**src/rtl/bin_to_7seg_scan.sv**
```systemverilog
// Prescaled up/down counter -> sequential double-dabble BCD converter -> multiplexed 7-seg scanner.
// Define SEG7_LZB_EN to blank leading zero digits; undefined drives every digit.
module bin_to_7seg_scan #(
  parameter int unsigned WIDTH    = 8,
  parameter int unsigned DIGITS   = 3,
  parameter int unsigned PRESCALE = 3000000,
  parameter int unsigned SCAN_DIV = 50000
) (
  input  logic              CLK,
  input  logic              RSTn,
  input  logic              UP,
  input  logic              PAUSE,
  output logic              OVF,
  output logic [9:0]        LEDout,
  output logic [6:0]        SEG7OUT,
  output logic [DIGITS-1:0] SEG7COM
);

  localparam int unsigned PW = (PRESCALE > 0) ? $clog2(PRESCALE + 1) : 1;
  localparam int unsigned DW = (SCAN_DIV > 1) ? $clog2(SCAN_DIV) : 1;
  localparam int unsigned IW = (DIGITS > 1) ? $clog2(DIGITS) : 1;
  localparam int unsigned CW = (WIDTH > 1) ? $clog2(WIDTH) : 1;
  localparam int unsigned BW = 4 * DIGITS;

  localparam logic [PW-1:0]    PRE_LAST   = PW'(PRESCALE);
  localparam logic [DW-1:0]    DWELL_LAST = DW'(SCAN_DIV - 1);
  localparam logic [IW-1:0]    IDX_LAST   = IW'(DIGITS - 1);
  localparam logic [CW-1:0]    SH_LAST    = CW'(WIDTH - 1);
  localparam logic [WIDTH-1:0] CNT_MAX    = '1;

  localparam logic [1:0] IDLE  = 2'd0;
  localparam logic [1:0] SHIFT = 2'd1;
  localparam logic [1:0] DONE  = 2'd2;

  function automatic logic [3:0] dabble(input logic [3:0] n);
    return (n >= 4'd5) ? n + 4'd3 : n;
  endfunction

  function automatic logic [6:0] seg7(input logic [3:0] d);
    logic [6:0] s;
    case (d)
      4'd0:    s = 7'b1000000;
      4'd1:    s = 7'b1111001;
      4'd2:    s = 7'b0100100;
      4'd3:    s = 7'b0110000;
      4'd4:    s = 7'b0011001;
      4'd5:    s = 7'b0010010;
      4'd6:    s = 7'b0000010;
      4'd7:    s = 7'b1111000;
      4'd8:    s = 7'b0000000;
      4'd9:    s = 7'b0010000;
      default: s = 7'b0111111;
    endcase
    return s;
  endfunction

  // ---------------- prescaler and counter ----------------
  logic [PW-1:0]    pre_q, pre_d;
  logic             tick;
  logic [WIDTH-1:0] cnt_q, cnt_d;
  logic             ovf_q, ovf_d;

  assign tick = (pre_q == PRE_LAST);

  always_comb begin
    pre_d = tick ? '0 : pre_q + PW'(1);
    cnt_d = cnt_q;
    ovf_d = 1'b0;
    if (tick && !PAUSE) begin
      if (UP) begin
        cnt_d = cnt_q + WIDTH'(1);
        ovf_d = (cnt_q == CNT_MAX);
      end else begin
        cnt_d = cnt_q - WIDTH'(1);
        ovf_d = (cnt_q == '0);
      end
    end
  end

  always_ff @(posedge CLK or negedge RSTn) begin
    if (!RSTn) begin
      pre_q <= '0;
      cnt_q <= '0;
      ovf_q <= 1'b0;
    end else begin
      pre_q <= pre_d;
      cnt_q <= cnt_d;
      ovf_q <= ovf_d;
    end
  end

  assign OVF = ovf_q;

  if (WIDTH >= 10) begin : g_led_trunc
    assign LEDout = cnt_q[9:0];
  end else begin : g_led_ext
    assign LEDout = {{(10 - WIDTH){1'b0}}, cnt_q};
  end

  // ---------------- binary to BCD converter ----------------
  logic [1:0]       state_q, state_d;
  logic [WIDTH-1:0] sh_q, sh_d;
  logic [WIDTH-1:0] conv_q, conv_d;
  logic [WIDTH-1:0] last_q, last_d;
  logic [CW-1:0]    shcnt_q, shcnt_d;
  logic [BW-1:0]    bcd_q, bcd_d;
  logic [BW-1:0]    disp_q, disp_d;
  logic [3:0]       adj;
  logic             carry;

  always_comb begin
    state_d = state_q;
    sh_d    = sh_q;
    conv_d  = conv_q;
    last_d  = last_q;
    shcnt_d = shcnt_q;
    bcd_d   = bcd_q;
    disp_d  = disp_q;
    adj     = '0;
    carry   = 1'b0;
    case (state_q)
      IDLE: begin
        if (cnt_q != last_q) begin
          sh_d    = cnt_q;
          conv_d  = cnt_q;
          bcd_d   = '0;
          shcnt_d = '0;
          state_d = SHIFT;
        end
      end
      SHIFT: begin
        // Adjust each nibble then shift left, rippling each nibble's MSB into the next.
        carry = sh_q[WIDTH-1];
        for (int i = 0; i < DIGITS; i++) begin
          adj              = dabble(bcd_q[i*4 +: 4]);
          bcd_d[i*4 +: 4]  = {adj[2:0], carry};
          carry            = adj[3];
        end
        sh_d    = sh_q << 1;
        shcnt_d = shcnt_q + CW'(1);
        if (shcnt_q == SH_LAST) state_d = DONE;
      end
      DONE: begin
        disp_d  = bcd_q;
        last_d  = conv_q;
        state_d = IDLE;
      end
      default: state_d = IDLE;
    endcase
  end

  always_ff @(posedge CLK or negedge RSTn) begin
    if (!RSTn) begin
      state_q <= IDLE;
      sh_q    <= '0;
      conv_q  <= '0;
      last_q  <= '0;
      shcnt_q <= '0;
      bcd_q   <= '0;
      disp_q  <= '0;
    end else begin
      state_q <= state_d;
      sh_q    <= sh_d;
      conv_q  <= conv_d;
      last_q  <= last_d;
      shcnt_q <= shcnt_d;
      bcd_q   <= bcd_d;
      disp_q  <= disp_d;
    end
  end

  // ---------------- digit scanner ----------------
  logic [DW-1:0] dwell_q, dwell_d;
  logic [IW-1:0] scan_q, scan_d;
  logic [3:0]    nib_sel;

  always_comb begin
    dwell_d = dwell_q + DW'(1);
    scan_d  = scan_q;
    if (dwell_q == DWELL_LAST) begin
      dwell_d = '0;
      scan_d  = (scan_q == IDX_LAST) ? '0 : scan_q + IW'(1);
    end
  end

  always_ff @(posedge CLK or negedge RSTn) begin
    if (!RSTn) begin
      dwell_q <= '0;
      scan_q  <= '0;
    end else begin
      dwell_q <= dwell_d;
      scan_q  <= scan_d;
    end
  end

  // COM and SEG both decode the same scan index, so they switch together.
  always_comb begin
    nib_sel = '0;
    SEG7COM = '0;
    for (int i = 0; i < DIGITS; i++) begin
      SEG7COM[i] = (scan_q == IW'(i));
      if (scan_q == IW'(i)) nib_sel = disp_q[i*4 +: 4];
    end
  end

`ifdef SEG7_LZB_EN
  logic [DIGITS-1:0] blank;
  logic              upper_zero;
  logic              blank_sel;

  always_comb begin
    upper_zero = 1'b1;
    blank      = '0;
    blank_sel  = 1'b0;
    for (int i = DIGITS - 1; i >= 0; i--) begin
      if (disp_q[i*4 +: 4] != 4'd0) upper_zero = 1'b0;
      blank[i] = upper_zero && (i != 0);
    end
    for (int i = 0; i < DIGITS; i++) begin
      if (scan_q == IW'(i)) blank_sel = blank[i];
    end
    SEG7OUT = blank_sel ? 7'b1111111 : seg7(nib_sel);
  end
`else
  always_comb begin
    SEG7OUT = seg7(nib_sel);
  end
`endif

endmodule

```
**config.mk**
```make
export PLATFORM = sky130hd
export DESIGN_NAME = bin_to_7seg_scan
export DESIGN_NICKNAME = d
export VERILOG_FILES = /design/src/rtl/bin_to_7seg_scan.sv
export SDC_FILE = /design/constraint.sdc
export NUM_CORES = 1
export LEC_CHECK = 0
export CELL_PAD_IN_SITES_DETAIL_PLACEMENT = 1
export CELL_PAD_IN_SITES_GLOBAL_PLACEMENT = 1
export CORE_MARGIN = 2
export CORE_UTILIZATION = 44
export DETAILED_ROUTE_END_ITERATION = 7
export GPL_TIMING_DRIVEN = 0
export MAX_ROUTING_LAYER = met4
export PLACE_DENSITY = 0.79
export SYNTH_ARGS = -nofsm -noshare
export SYNTH_HDL_FRONTEND = slang
export SYNTH_SLANG_ARGS = --single-unit
export TNS_END_PERCENT = 1
```
**constraint.sdc**
```tcl
create_clock -name CLK -period 2.2 [get_ports CLK]
set_input_delay 0.22 -clock CLK [delete_from_list [all_inputs] [get_ports CLK]]
set_output_delay 0.22 -clock CLK [all_outputs]
set_load 0.005 [all_outputs]
```
**Yosys cells after proc, flatten, opt, wreduce, memory -nomap -nowiden**

Memories as Yosys holds them, arrays and structs flattened.
Index checks and enable logic that the tools add are counted.
W data, S select, Z words.

- $lt $le $gt $ge: 3
- Reductions and logical operators: 9
- Equality and inequality tests: 11
- Mux-type cells: 21
- Add/sub/neg operators: 9

Operators by type and width:

| kind | count |
|---|---|
| $pmux W12 S2 | 1 |
| $add A22 B1 Y22 const B | 1 |
| $eq A22 B22 Y1 const B | 1 |
| $mux W22 | 1 |
| $mux W4 | 5 |
| $add A16 B1 Y16 const B | 1 |
| $eq A16 B16 Y1 const B | 1 |
| $mux W16 | 1 |
| $mux W8 | 2 |
| $pmux W8 S2 | 1 |
| $ge A4 B3 Y1 const B | 3 |
| $mux W12 | 1 |
| $add A4 B2 Y4 const B | 2 |
| $add A8 B1 Y8 const B | 1 |
| $eq A8 B8 Y1 const B | 1 |
| $logic_not A8 Y1 | 1 |
| $ne A8 B8 Y1 | 1 |
| $sub A8 B1 Y8 const B | 1 |
| $mux W2 | 3 |
| $mux W3 | 2 |
| $pmux W3 S2 | 1 |
| $reduce_and A2 Y1 | 3 |
| $eq A2 B1 Y1 const B | 2 |
| $eq A2 B2 Y1 const B | 2 |
| 11 further kinds | 14 |

- Memories: 1
- Word-level logic and storage cells: 66
- Flip-flop bits (word level): 102
- ROM bits: 112
- Bits of input ports: 4

Memory list:

| memory | depth | width | rd ports | clocked after memory_dff | wr ports | line | text |
|---|---|---|---|---|---|---|---|
| (no name shown) | 16 | 7 | 1 | 0 | 0 | 41 | `case (d)` |

**Depth between registers and ports, before layout**

An unclocked memory read counts as a cell.

- Depth after elaboration: 5
- Depth in mapped cells: 8

**Least setup slack after synthesis**

Ideal clock, no wire load.

- Path type: register to register
- From: register cnt_q[2]
- To: register cnt_q[6]
- Setup slack: 281 ps
- Cell stages (with the launch flop): 7
- Data arrival time: 1,855 ps
- Setup time: 64 ps
- Cells stage by stage: dfrtp_1 > ha_1 > a21o_1 > a21oi_1 > or4b_2 > a31oi_1 > a21o_1

- Cells in the longest elaborated chain, start to end: 2

RTL lines:

| item | line | text |
|---|---|---|
| start: declaration | 60 | `logic [WIDTH-1:0] cnt_q, cnt_d;` |
| start signal: assignment | 87 | `cnt_q <= cnt_d;` |
| $sub A8 B1 Y8 or $add A8 B1 Y8 (tied branches) | 74, 71 |  |
| $mux W8 * | 70 | `if (UP) begin` |

Every way passes the cells marked *; elsewhere a longest branch is shown, timed or not.
A chain may end at the register's enable or synchronous reset.

**Final worst setup path**

- From: register scan_q[0]
- To: output port SEG7OUT[0]

- Cells in the longest elaborated chain, start to end: 5

RTL lines:

| item | line | text |
|---|---|---|
| start: declaration | 174 | `logic [IW-1:0] scan_q, scan_d;` |
| start signal: assignment | 192 | `scan_q <= scan_d;` |
| $logic_not A2 Y1 | 202 | `if (scan_q == IW'(i)) nib_sel = disp_q[i*4 +: 4];` |
| $mux W4 (2 in a row) | 202 |  |
| $mux W4 * | 202 |  |
| $mem_v2 Z16 W7 * | n/a |  |
| end: declaration | 15 | `output logic [6:0] SEG7OUT,` |

Marks and branches as above.

==> results.sh <==
export IMPL_r2r_cells=6
export IMPL_cts_buffer_depth=2
export IMPL_ir_drop_v=0.0004794
export IMPL_cts_tree="done"
export IMPL_die_h_microns=112.1
export IMPL_area_growth_pct=17.31
export IMPL_core_sq_um=11420
export IMPL_rsz0062_at_grt="yes"
export IMPL_r2r_slack_ps=110
export IMPL_cts_root_buf="clkbuf_16"
export IMPL_arrival_ps=2050
export IMPL_multi_input_area_sq_um=2531
export IMPL_worstSetupPathType="reg -> out"
export IMPL_cts_sinks=102
export IMPL_ys_ff_latch=102
export IMPL_syn_avg_cell_area_sq_um=10.49
export IMPL_p_clk_frac=0.439
export IMPL_drc=0
export IMPL_synth_area_leaders="dfrtp_1, mux2_2, xnor2_1, ha_1, xor2_1"
export IMPL_die_x_microns=112.1
export IMPL_relSlewSlack=0.5732
export IMPL_start_util=0.4500
export IMPL_max_freq_mhz=441.4
export IMPL_mostFrequentLayoutCells="dfrtp_1, nor2_1, nand2_1"
export IMPL_yosysTopAreaCell="dfrtp_1"
export IMPL_setup_ws_ps=-65.54
export IMPL_dp_hpwl_microns=7938
export IMPL_wl_microns=11810
export IMPL_synth_ff_type="dfrtp_1"
export IMPL_cp_max_fo=8
export IMPL_portBuffers=22
export IMPL_outcome="complete, but fails checks"
export IMPL_netlist_instances=490
export IMPL_synth_top_area_share=0.4967
export IMPL_synth_yosys_seq_area_share=0.4967
export IMPL_worst_pin_slew_ps=640.2
export IMPL_grt_overflow=0
export IMPL_layout_commonest_cell="dfrtp_1"
export IMPL_track_usage=0.2017
export IMPL_hp_class="in -> async"
export IMPL_r2r_end="cnt_q[6]"
export IMPL_cp_end_kind="output port"
export IMPL_seqCellArea_sq_um=2555
export IMPL_fin_crit_ps=2266
export IMPL_cts_buffers=9
export IMPL_p_per_area_nw_per_um2=575.7
export IMPL_fin_skew_ps=7.526
export IMPL_synthArstFlopShare=1.000
export IMPL_pwr_share_seq=0.540
export IMPL_grt_pass1_wl_microns=19660
export IMPL_pin_count=25
export IMPL_synth_edf_count=0
export IMPL_drive_gt1_frac=0.1667
export IMPL_routabilityCongestion=0.7830
export IMPL_antenna_found_initial=0
export IMPL_p_leak_nw=2.809
export IMPL_p_sw_w=0.0007944
export IMPL_wl_per_cell_microns=17.29
export IMPL_final_core_util=0.5279
export IMPL_startpoint_type="flop"
export IMPL_initialDrtViolationCount=171
export IMPL_ys_warnings_count=0
export IMPL_setup_viol=4
export IMPL_clk_pin_slew_worst_paths_ps=70
export IMPL_vias=3795
export IMPL_grt_max_degree=56
export IMPL_swShare=0.2289
export IMPL_fillers=1265
export IMPL_first_pass_iters=4
export IMPL_syn_area_sq_um=5139
export IMPL_violations="negative setup slack"
export IMPL_finalHoldViolations=0
export IMPL_die_area_sq_um=12560
export IMPL_antennaDiodeCount=0
export IMPL_clock_latency_ps=360
export IMPL_finalPower_w=0.003471
export IMPL_nNetsFinal=558
export IMPL_max_cap_viol_count=0
export IMPL_combPwrFrac=0.022
export IMPL_period_share=1.030
export IMPL_r2r_start="cnt_q[2]"
export IMPL_maxSlewViolCount=0
export IMPL_ys_types=52
export IMPL_cellInternalPower_w=0.002676
export IMPL_grt_pass1_vias=3992
export IMPL_via_per_inst=5.556
export IMPL_cp_data_required_time_ps=1980
export IMPL_ant_nets=0
export IMPL_rows=39
export IMPL_htree_levels=3
-- power by group through the flow --
| stage | registers [W] | clock network, W | logic [W] |
|---|---|---|---|
| after floorplan | 0.00191 | 0 | 0.0000197 |
| after global placement | 0.00191 | 0 | 0.0000655 |
| after detailed placement | 0.00191 | 0 | 0.0000747 |
| after CTS | 0.00187 | 0.00158 | 0.0000772 |
| after global routing | 0.00187 | 0.00164 | 0.0000864 |
| final | 0.00187 | 0.00152 | 0.0000751 |
-- repair_timing --
item / in CTS / in global routing
pin swaps: 1 / 6
cloned: 0 / 0
setup buffers: 3 / 6
hold endpoints to repair: 47 / 0
endpoints found under the setup margin: 8 / 21
resized for setup: 31 / 17
hold buffers: 1 / 0
-- Yosys cell counts, types with 3 or more instances --
cell and instances:
a21o_1 9, a21oi_1 14, a221o_1 7, a22o_1 3, a2bb2oi_1 3, a31oi_1 3
a32o_1 3, and2_1 4, and3_1 11, buf_2 6, clkbuf_1 7, dfrtp_1 102
ha_1 18, inv_1 19, mux2_2 23, mux2i_1 5, nand2_1 33, nand2b_1 6
nand3_1 31, nand4_1 13, nor2_1 42, nor2b_1 7, nor3_1 11, nor4_1 5
o21ai_0 22, o21ai_1 3, o31ai_1 5, xnor2_1 28, xor2_1 20
-- area by class of cell --
class | count | area share
flip-flops and latches | 102 | 0.4238
plain buffers | 18 | 0.01619
repair buffers | 33 | 0.05189
well taps | 143 | 0.02968
multi-input cells | 352 | 0.4199
clock inverters | 7 | 0.009340
inverters | 19 | 0.01183
clock buffers | 9 | 0.03736
-- per-layer routing --
| layer | track usage | up-vias | routed length (microns) |
|---|---|---|---|
| met5 | - | - | 0 |
| met4 | 0.06423 | 0 | 226 |
| met3 | 0.05076 | 16 | 394 |
| met2 | 0.3337 | 59 | 6000 |
| met1 | 0.2451 | 1890 | 5190 |
| li1 | - | 1830 | - |
-- critical path, stage by stage, from the launching register on --
cell and delay, ps:
dfrtp_1 340, buf_6 150, mux2i_2 240, a2bb2oi_2 170, buf_4 130, inv_1 60, a21oi_1 170, a2bb2oi_1 200
clkdlybuf4s15_2 230
-- registers in the layout, summed over array words and instances, names as in the netlist --
signal   cells
OVF          1
bcd_q       12
cnt_q        8
conv_q       8
disp_q      12
dwell_q     16
last_q       8
pre_q       22
scan_q       2
sh_q         8
shcnt_q      3
state_q      2
-- per-stage QoR --
stage	setup slack [ps]	std cells	area (sq um)	setup TNS, ps	hold slack, ps
finish	-65.54	683	6028	-154.9	423.4
global route	-175.2	683	6028	-923.9	452.9
CTS	-129.8	677	5942	-176.1	440.2
detailed placement	-413.9	657	5567	-1421	281.1
global placement	-2877	656	5542	-293580	456.0
floorplan	280.7	491	5142	0	-75.59
-- how the worst max path moves through the flow --
| stage | slack [ps] | end | cells past startpoint | from |
|---|---|---|---|---|
| global route | -180 | SEG7OUT[1] | 8 | scan_q[0] |
| floorplan | 280 | cnt_q[6] | 6 | cnt_q[2] |
| detailed placement | -410 | cnt_q[7] | 8 | UP |
| global placement | -2880 | pre_q[0] | 1 | RSTn |
| CTS | -130 | SEG7OUT[4] | 8 | scan_q[0] |
| finish | -70 | SEG7OUT[0] | 8 | scan_q[0] |
-- logic make-up (layout without fill, tap and decap cells) --
family,Yosys count,count (layout),synth area share
compound gates,79,79,0.1028
simple gates,175,175,0.1765
buf+inv,37,86,0.03141
flops,102,102,0.4967
xor+xnor,48,48,0.08181
other cells,1,2,0.0007298
mux,29,29,0.06233
fa+ha+maj,19,19,0.04772
No activity file was read; power rests on OpenSTA's default activity.
